### src/rtl/prach_reshape_sched_pkg.sv
`default_nettype none
// ============================================================================
// Module      : prach_pkg
// Description : Shared defaults, state encoding and sample-pair type for the
//               PRACH reshape scheduler.
// Revision    : 1.0 - initial release
// ============================================================================
package prach_pkg;

    localparam int NCH_DEF  = 8;
    localparam int SIZE_DEF = 64;

    typedef enum logic [1:0] {
        ST_IDLE  = 2'd0,
        ST_BURST = 2'd1,
        ST_GAP   = 2'd2
    } prach_state_e;

    typedef struct packed {
        logic [15:0] i;
        logic [15:0] q;
    } sample_t;

endpackage
`default_nettype wire

### src/rtl/prach_reshape_sched_if.sv
`default_nettype none
// ============================================================================
// Module      : prach_reshape_sched_if
// Description : Output sample stream from the scheduler to the reshape path.
// Revision    : 1.0 - initial release
// ============================================================================
interface prach_reshape_sched_if;
    import prach_pkg::*;

    sample_t     dout_dq;
    logic        dout_dv;
    logic [7:0]  dout_chn;
    logic        sync_out;

    modport master (output dout_dq, output dout_dv, output dout_chn, output sync_out);
    modport slave  (input  dout_dq, input  dout_dv, input  dout_chn, input  sync_out);

endinterface
`default_nettype wire

### src/rtl/prach_rr_arb.sv
`default_nettype none
// ============================================================================
// Module      : prach_rr_arb
// Description : Combinational round-robin pick of the first request at or
//               after ptr, wrapping modulo NCH.
// Revision    : 1.0 - initial release
// ============================================================================
module prach_rr_arb #(
    parameter int NCH = 8,
    parameter int IW  = 3
) (
    input  logic [NCH-1:0] req,
    input  logic [IW-1:0]  ptr,
    output logic [IW-1:0]  gnt_idx,
    output logic           gnt_vld
);

    logic [IW-1:0] w_sel;

    // Walk from the farthest candidate back to ptr so the nearest one wins.
    always_comb begin
        gnt_idx = '0;
        gnt_vld = 1'b0;
        w_sel   = '0;
        for (int k = NCH - 1; k >= 0; k--) begin
            w_sel = IW'((int'(ptr) + k) % NCH);
            if (req[w_sel]) begin
                gnt_idx = w_sel;
                gnt_vld = 1'b1;
            end
        end
    end

endmodule
`default_nettype wire

### src/rtl/prach_reshape_sched.sv
`default_nettype none
// ============================================================================
// Module      : prach_reshape_sched
// Description : Round-robin burst scheduler feeding fixed-size sample bursts
//               with inter-burst gaps and frame-sync marking.
// Revision    : 1.0 - initial release
// ============================================================================
module prach_reshape_sched
    import prach_pkg::*;
#(
    parameter int NCH  = NCH_DEF,
    parameter int SIZE = SIZE_DEF,
    parameter int GAP  = 2
) (
    input  wire logic                   clk,
    input  wire logic                   rst_n,
    input  wire logic [NCH-1:0]         ch_en,
    input  wire logic [NCH-1:0]         ch_avail,
    output logic      [NCH-1:0]         ch_rd,
    input  wire sample_t [NCH-1:0]      ch_dq,
    input  wire logic                   sync_in,
    prach_reshape_sched_if.master       dout_if,
    output logic                        err_udf
);

    localparam int IW = (NCH > 1) ? $clog2(NCH) : 1;
    localparam int BW = $clog2(SIZE);

    localparam logic [1:0]    C_IDLE      = ST_IDLE;
    localparam logic [1:0]    C_BURST     = ST_BURST;
    localparam logic [1:0]    C_GAP       = ST_GAP;
    localparam logic [BW-1:0] C_BEAT_LAST = BW'(SIZE - 1);
    localparam logic [3:0]    C_GAP_LAST  = (GAP == 0) ? 4'd0 : 4'(GAP - 1);
    localparam logic [IW-1:0] C_CH_LAST   = IW'(NCH - 1);

    logic [1:0]    r_state;
    logic [IW-1:0] r_grant;
    logic [IW-1:0] r_ptr;
    logic [BW-1:0] r_beat;
    logic [3:0]    r_gap;
    logic          r_armed;
    logic          r_sync_pend;
    logic          r_burst_sync;
    logic          r_p1_dv;
    logic          r_p1_sync;
    logic [IW-1:0] r_p1_chn;

    logic [IW-1:0] w_ptr;
    logic [IW-1:0] w_gnt_idx;
    logic          w_gnt_vld;
    logic          w_beat_last;
    logic          w_gap_last;
    logic          w_arb_slot;
    logic          w_start;

    assign w_ptr       = sync_in ? '0 : r_ptr;
    assign w_beat_last = (r_state == C_BURST) && (r_beat == C_BEAT_LAST);
    assign w_gap_last  = (r_state == C_GAP) && (r_gap == C_GAP_LAST);
    // The last gap cycle (or last beat with no gap) doubles as the arbitration
    // slot so bursts repeat every SIZE+GAP cycles under continuous demand.
    assign w_arb_slot  = (r_state == C_IDLE) || w_gap_last || (w_beat_last && (GAP == 0));
    assign w_start     = r_armed && w_arb_slot && w_gnt_vld;
    assign ch_rd       = (r_state == C_BURST) ? (NCH'(1) << r_grant) : '0;

    prach_rr_arb #(
        .NCH (NCH),
        .IW  (IW)
    ) u_arb (
        .req     (ch_avail & ch_en),
        .ptr     (w_ptr),
        .gnt_idx (w_gnt_idx),
        .gnt_vld (w_gnt_vld)
    );

    always_ff @(posedge clk or negedge rst_n) begin
        if (!rst_n) begin
            r_state      <= C_IDLE;
            r_grant      <= '0;
            r_ptr        <= '0;
            r_beat       <= '0;
            r_gap        <= '0;
            r_armed      <= 1'b0;
            r_sync_pend  <= 1'b0;
            r_burst_sync <= 1'b0;
            err_udf      <= 1'b0;
        end else begin
            r_armed <= 1'b1;
            r_beat  <= (r_state == C_BURST) ? r_beat + 1'b1 : '0;
            r_gap   <= ((r_state == C_GAP) && !w_gap_last) ? r_gap + 1'b1 : '0;
            if ((r_state == C_BURST) && !ch_avail[r_grant])
                err_udf <= 1'b1;
            if (w_start) begin
                r_state      <= C_BURST;
                r_grant      <= w_gnt_idx;
                r_ptr        <= (w_gnt_idx == C_CH_LAST) ? '0 : w_gnt_idx + 1'b1;
                r_burst_sync <= r_sync_pend | sync_in;
                r_sync_pend  <= 1'b0;
            end else begin
                if (sync_in) begin
                    r_sync_pend <= 1'b1;
                    r_ptr       <= '0;
                end
                case (r_state)
                    C_IDLE:  r_state <= C_IDLE;
                    C_BURST: if (w_beat_last) r_state <= (GAP == 0) ? C_IDLE : C_GAP;
                    C_GAP:   if (w_gap_last) r_state <= C_IDLE;
                    default: r_state <= C_IDLE;
                endcase
            end
        end
    end

    // Two-stage output: capture read-side info, then the sample returned a cycle later.
    always_ff @(posedge clk or negedge rst_n) begin
        if (!rst_n) begin
            r_p1_dv          <= 1'b0;
            r_p1_sync        <= 1'b0;
            r_p1_chn         <= '0;
            dout_if.dout_dq  <= '0;
            dout_if.dout_dv  <= 1'b0;
            dout_if.dout_chn <= '0;
            dout_if.sync_out <= 1'b0;
        end else begin
            r_p1_dv          <= (r_state == C_BURST);
            r_p1_sync        <= (r_state == C_BURST) && (r_beat == '0) && r_burst_sync;
            r_p1_chn         <= r_grant;
            dout_if.dout_dv  <= r_p1_dv;
            dout_if.sync_out <= r_p1_sync;
            if (r_p1_dv) begin
                dout_if.dout_dq  <= ch_dq[r_p1_chn];
                dout_if.dout_chn <= 8'(r_p1_chn);
            end
        end
    end

endmodule
`default_nettype wire

### src/flat_wrapper.sv
// flat-port wrapper written by rule: the top's interface ports become plain ports
module prach_reshape_sched_flat import prach_pkg::*;
#(
    parameter int NCH  = NCH_DEF,
    parameter int SIZE = SIZE_DEF,
    parameter int GAP  = 2
)
  (clk, rst_n, ch_en, ch_avail, ch_rd, ch_dq, sync_in, err_udf, dout_if_dout_dq, dout_if_dout_dv, dout_if_dout_chn, dout_if_sync_out);
  prach_reshape_sched_if dout_if_i ();
  input  wire logic clk;
  input  wire logic rst_n;
  input  wire logic [NCH-1:0] ch_en;
  input  wire logic [NCH-1:0] ch_avail;
  output logic      [NCH-1:0] ch_rd;
  input  wire sample_t [NCH-1:0] ch_dq;
  input  wire logic sync_in;
  output logic err_udf;
  output wire logic [$bits(dout_if_i.dout_dq)-1:0] dout_if_dout_dq;
  output wire logic [$bits(dout_if_i.dout_dv)-1:0] dout_if_dout_dv;
  output wire logic [$bits(dout_if_i.dout_chn)-1:0] dout_if_dout_chn;
  output wire logic [$bits(dout_if_i.sync_out)-1:0] dout_if_sync_out;
  assign dout_if_dout_dq = dout_if_i.dout_dq;
  assign dout_if_dout_dv = dout_if_i.dout_dv;
  assign dout_if_dout_chn = dout_if_i.dout_chn;
  assign dout_if_sync_out = dout_if_i.sync_out;
  prach_reshape_sched #(.NCH(NCH), .SIZE(SIZE), .GAP(GAP)) u_core (.clk(clk), .rst_n(rst_n), .ch_en(ch_en), .ch_avail(ch_avail), .ch_rd(ch_rd), .ch_dq(ch_dq), .sync_in(sync_in), .dout_if(dout_if_i), .err_udf(err_udf));
endmodule
### config.mk
export PLATFORM = sky130hd
export DESIGN_NAME = prach_reshape_sched_flat
export DESIGN_NICKNAME = d
export VERILOG_FILES = /design/src/rtl/prach_reshape_sched_pkg.sv /design/src/rtl/prach_reshape_sched_if.sv /design/src/rtl/prach_rr_arb.sv /design/src/rtl/prach_reshape_sched.sv /design/src/flat_wrapper.sv
export SDC_FILE = /design/constraint.sdc
export NUM_CORES = 1
export LEC_CHECK = 0
export BUFFER_PORTS_ARGS = -buffer_cell sky130_fd_sc_hd__buf_2
export CAP_MARGIN = 20
export CORE_AREA = 2 2 128 130
export DETAILED_ROUTE_END_ITERATION = 10
export DIE_AREA = 0 0 130 132
export PLACE_DENSITY = 0.67
export SLEW_MARGIN = 10
export SYNTH_ARGS = -nofsm -noshare
export SYNTH_HDL_FRONTEND = slang
export SYNTH_HIERARCHICAL = 1
export SYNTH_SLANG_ARGS = --single-unit
### constraint.sdc
create_clock -name clk -period 5.6 [get_ports clk]
set_input_delay 1.12 -clock clk [delete_from_list [all_inputs] [get_ports clk]]
set_output_delay 1.12 -clock clk [all_outputs]
set_load 0.05 [all_outputs]
---- After elaboration in Yosys (flattened, before gate mapping) ----
Index checks and enable logic that the tools add are counted.
storage, ports and cells
  bits in registers ....................... 64
  latch bits .............................. 0
  RAM bits ................................ 0
  bits in read-only memories .............. 0
  input bits .............................. 275
  output and inout port bits .............. 51
  word-level logic and storage cells ...... 110
  memories kept ........................... 0
operators by class
  $add $sub $neg .......................... 10
  multipliers ............................. 0
  divide/modulo/power cells ............... 0
  $lt $le $gt $ge ......................... 10
  equality and inequality tests ........... 7
  shift-type cells ........................ 1
  mux-type cells .......................... 48
  bitwise operators ....................... 2
  reduce and logical (&&, ||, !) cells .... 15
operators with widths
  operator               count
  $bmux W32 S3           1
  $lt A3 B4 Y1 const B   10
  $mux W3                11
  $mux W32               1
  $bmux W1 S3            9
  $mux W1                19
  $add A3 B3 Y3 const B  4
  $and A8 B8 Y8          1
  $logic_and A1 B1 Y1    8
  $mux W8                1
  $shl A1 B3 Y8 const A  1
  $add A3 B1 Y3 const B  2
  $add A3 B2 Y3 const B  2
  $add A6 B1 Y6 const B  1
  $eq A6 B6 Y1 const B   1
  $logic_not A6 Y1       1
  $mux W2                3
  $mux W6                1
  $ne A3 B1 Y1 const B   2
  $add A4 B1 Y4 const B  1
  $eq A4 B1 Y1 const B   1
  $mux W4                1
  $pmux W2 S2            1
  $eq A3 B3 Y1 const B   1
  other kinds (8)        9

---- Longest topological paths before layout ----
  word-level depth ........................ 15
  mapped depth ............................ 16
  depth with buffers taken out ............ 13

---- Modules after synthesis ----
The synthesis kept the hierarchy.
by module, submodules not included
  module               times used  cells an instance  area an instance (um^2)  sequential area each (um^2)
  prach_reshape_sched  1           352                4,330.4                  1,601.5
  prach_rr_arb         1           90                 782.0                    0.0

---- Least setup slack after synthesis ----
OpenSTA, ideal clock, no wires.
  kind .................................... input to register
  from .................................... in sync_in
  to ...................................... reg u_core.r_ptr[2]
  library setup time ...................... 0.125 ns
  data arrival time ....................... 4.366 ns
  data required time ...................... 5.475 ns
  path slack .............................. 1.109 ns
  stages .................................. 14
  buffers on the path ..................... 2
  cell sequence ........................... nor2b_1 -> buf_6 -> inv_1 -> ha_1 -> clkbuf_1 -> mux4_2 -> mux2_4 -> o21ai_2 -> a31oi_1 -> o21bai_1 -> mux2_1 -> ha_1 -> ha_1 -> mux2_2
between the ends
  longest elaborated chain between the ends .. 15
  elaborated cells between the ends (all ways) .. 45
  those cells by class .................... add/sub (8); eq/ne (1); mux (35); reduce/logical (1)
RTL lines
  item                                                  RTL line                   text
  start: declaration                                    flat_wrapper.sv:16         input wire logic sync_in;
  $mux W3 (*)                                           n/a
  $add A3 B3 Y3                                         prach_rr_arb.sv:26         w_sel = IW'((int'(ptr) + k) % NCH);
  $bmux W1 S3                                           prach_rr_arb.sv:27         if (req[w_sel]) begin
  $mux W1 (implied by the code)                         prach_rr_arb.sv:27
  $mux W3 (7 in series)                                 prach_rr_arb.sv:27
  $mux W3 (*)                                           prach_rr_arb.sv:27
  net u_core.w_gnt_idx[0]                               prach_reshape_sched.sv:49  logic [IW-1:0] w_gnt_idx;
  $add A3 B1 Y3 / $eq A3 B3 Y1 (equally long branches)  prach_reshape_sched.sv:95  r_ptr <= (w_gnt_idx == C_CH_LAST) ? '0 : w_gnt_idx + 1'b1;
  $mux W3 (*)                                           prach_reshape_sched.sv:95
  $mux W3 (*)                                           prach_reshape_sched.sv:92  if (w_start) begin
  end signal: assignment                                prach_reshape_sched.sv:95
  end: declaration                                      prach_reshape_sched.sv:38  logic [IW-1:0] r_ptr;
Mark *: on every way through the listed nets, which the timed path passes. The rest lies on a longest branch. The select of a mux whose other input is x is not followed.
A chain may end at the register's enable or synchronous reset.

---- Worst setup path after layout ----
  from .................................... in sync_in
  to ...................................... reg u_core.r_ptr[2]
between the ends
  longest elaborated chain between the ends .. 15
  elaborated cells between the ends (all ways) .. 45
  those cells by class .................... add/sub (8); eq/ne (1); mux (35); reduce/logical (1)
RTL lines
  item                                                  RTL line                   text
  $mux W3 (*)                                           n/a
  net u_core.w_ptr[1]                                   prach_reshape_sched.sv:48  logic [IW-1:0] w_ptr;
  $add A3 B3 Y3                                         prach_rr_arb.sv:26
  $bmux W1 S3                                           prach_rr_arb.sv:27
  $mux W1 (implied by the code)                         prach_rr_arb.sv:27
  $mux W3 (7 in series)                                 prach_rr_arb.sv:27
  $mux W3 (*)                                           prach_rr_arb.sv:27
  net u_core.w_gnt_idx[0]                               prach_reshape_sched.sv:49
  $add A3 B1 Y3 / $eq A3 B3 Y1 (equally long branches)  prach_reshape_sched.sv:95
  $mux W3 (*)                                           prach_reshape_sched.sv:95
  $mux W3 (*)                                           prach_reshape_sched.sv:92
Marks and branches as above.

==> flow_summary.ini <==
[clocking]
cts_resized = 0
cts_setup_buffers = 0
clock_tree.buffer_depth = 2
cts_tree = done
clock_sink_count = 64
clock_transition_at_the_registers_of_the_reported_paths_ns = 0.06
htree_levels = 3
clockRootBuffer = clkbuf_16
cts-buffers-inserted = 9
clock_insertion_delay_worst_skew_ns = 0.33
postCtsHoldBufs = 0

[flow_run]
maxCapViolCount = 0

[place]
placement.io_buffers = 320
routabilityCongestion = 0.918
dp.final_hpwl_um = 14800
place_worst_setup_slack_ns = 0.964

[routing]
drt-pass1-iter-count = 4
highest-signal-layer = met5
routed_wire_length_per_instance_um = 19.3
drt_drc_violations_left = 0
via_count = 5045
routed-wl-met2_um = 9120
dr_wl_met3_um = 1790
drt_iter0_drc = 268
avgViaCountPerCell = 5.20
totalWireLength_um = 18700
ant_nets = 0
m1WireLength_um = 7480

[setup_path]
critical_path.startpoint_type = input pin
timing.critical_path.required_ns = 5.81
timing.reg2reg.setup_slack_ns = 1.86
end_kind = flop
worstSetupPathType = in -> reg
ff2ff_path_depth = 13
cp_max_fo = 16
cp_data_arrival_time_ns = 4.52

[yosys]
synthArstFlopShare = 1.00
synth_warnings = 6
synth_area_leader_cell = dfrtp_1
netlist_instances = 442
synth-edff-count = 0
ys_top_cells_by_area = dfrtp_1 (31%), mux4_2 (17%), mux2i_1 (15%)
syn-cell-area_sq_um = 5110
yosys_register_bits = 64
syn-mean-instance-area_sq_um = 11.6
synthDominantCellAreaShare = 0.313
ys_seq_area_frac = 0.313
post_synth_num_cell_types = 54
synth-main-ff-cell = dfrtp_1

[status]
run_status = complete, no violations

[timing]
fmax_ghz = 0.232
final_min_period_over_clock_period = 0.770
max-slew-margin-rel = 0.435
timing_max_transition_violations_final = 0
timing.clock.skew_ns = 0.00717
finalSetupTns_ns = 0
timing_worst_slew_pin_value_ns = 0.848
period_minus_slack_ns = 4.31
rsz_0062_raised_after_global_routing = false
finalHoldViolCount = 0
worst_slack_ns = 1.29
setup_violations = 0

[die]
fp.coreArea_sq_um = 15700
die_area_sq_um = 17200
core.rowCount = 46
ios = 326
die_w_um = 130
initial_utilization = 0.325
die_h_um = 132

[layout]
final_net_count = 1030
area.growth.synth_to_final_pct = 40.2
drive_above_1_share = 0.537

[global_routing]
grt_pass1_vias = 4917
grt_max_degree = 65
grt_antenna_before_repair = 6
grt_first_pass_wirelength_um = 27200
overall_fraction_of_global_route_tracks_in_use = 0.209
grt_overflow = 0

[hold_path]
timing.hold.worst_path_depth = 0
path_category_of_the_worst_min_delay_check = reg -> reg

[pwr]
p_per_area_nw_per_um2 = 183
leakagePower_nw = 3.19
vdd_drop_max_mv = 0.105
## layout make-up
cell class | instances | area [sq um]
inverters | 11 | 41.3
diodes | 3 | 7.51
flip-flops and latches | 64 | 1610
fillers | 1502 | 8540
repair buffers | 330 | 1680
multi-input cells | 331 | 3260
clock inverters | 6 | 67.6
well taps | 216 | 270
clock buffers | 10 | 239
## cells in the mapped netlist (all sizes together) (6+ instances only)
library cell	number
dfrtp	64
buf	23
nand2	15
a21oi	8
nor2	21
clkbuf	17
mux4	43
and2	11
o21ai	7
mux2i	75
o22ai	33
mux2	15
nor3	6
inv	10
ha	8
a221o	31
## worst paths after layout
kind                                       startpoint                               endpoint
hold / removal             u_core/r_p1_sync$_DFF_PN0_      u_core/dout_if.sync_out$_DFF_PN0_
min in group asynchronous                       rst_n  u_core/dout_if.dout_dq[7]$_DFFE_PN0P_
max in group asynchronous                       rst_n           u_core/r_p1_chn[0]$_DFF_PN0_
hold reg to reg            u_core/r_p1_sync$_DFF_PN0_      u_core/dout_if.sync_out$_DFF_PN0_
setup / recovery                              sync_in              u_core/r_ptr[2]$_DFF_PN0_
setup reg to reg            u_core/r_ptr[1]$_DFF_PN0_              u_core/r_ptr[2]$_DFF_PN0_
## stage by stage
step                hold slack, ns  cell area [sq um]  utilization  std cells  total power [mW]
floorplan                    0.331               5130            -        446             0.616
global placement             0.332               6860        0.436        952             0.747
detailed placement           0.336               6860        0.436        952             0.751
CTS                          0.350               7160        0.456        968              1.33
global route                 0.356               7170        0.456        971              1.37
finish                       0.348               7170        0.456        971              1.31
## sequential cells by signal, indices dropped and copies added, names as in the netlist, 2 cells and up
| signal | count |
|---|---|
| u_core/dout_if.dout_chn | 3 |
| u_core/dout_if.dout_dq | 32 |
| u_core/r_beat | 6 |
| u_core/r_gap | 4 |
| u_core/r_grant | 3 |
| u_core/r_p1_chn | 3 |
| u_core/r_ptr | 3 |
| u_core/r_state | 2 |
## power by group
group	total [mW]	leakage [nW]	internal, mW	switching (mW)
Sequential	0.481	0.770	0.475	0.00618
Combinational	0.263	2.27	0.126	0.136
Clock	0.571	0.145	0.358	0.213
Total	1.31	3.19	0.959	0.355
## cells by family (layout without fill, tap and decap cells)
group	Yosys count	after routing	share of synthesized area
mux	133	133	0.374
compound gates	97	97	0.147
simple gates	79	79	0.0791
flops	64	64	0.313
buf+inv	51	357	0.0526
fa+ha+maj	8	8	0.0196
xor+xnor	8	8	0.0137
other cells	2	9	0.00147
## per-layer routing
layer / up-vias / track usage
met4: 6 / 0.0466
met3: 25 / 0.0783
met2: 223 / 0.352
met5: - / 0
met1: 2421 / 0.253
li1: 2370 / -
## critical path, cell delays in order
cell	delay [ns]
buf_2	0.12
nor2b_1	0.10
buf_4	0.23
inv_1	0.17
ha_1	0.49
mux4_1	0.44
mux2_4	0.33
o21ai_2	0.15
a31oi_1	0.10
o21bai_1	0.15
mux2_1	0.37
ha_1	0.21
ha_1	0.27
mux2_2	0.26
## layout by cell type (no fill, tap or decap), types with 2 or more instances in the layout
cell type,Yosys,final
a21oi_1,8,8
a221o_1,31,31
a31oi_1,3,3
and2_1,11,11
buf_2,8,319
buf_4,10,11
clkbuf_16,0,9
clkinvlp_4,0,2
conb_1,2,6
dfrtp_1,64,63
diode_2,0,3
ha_1,8,8
inv_1,10,10
mux2_2,13,13
mux2i_1,75,75
mux4_1,5,5
mux4_2,38,38
nand2_1,15,15
nand2b_1,5,5
nand3_1,5,5
nand3b_1,2,2
nor2_1,21,20
nor2b_1,5,5
nor3_1,6,6
nor4_1,3,3
o21ai_0,5,5
o22ai_1,33,33
o31ai_1,2,2
xnor2_1,3,3
xor2_1,5,5
Note: power is estimated with default switching activity, not from simulation.
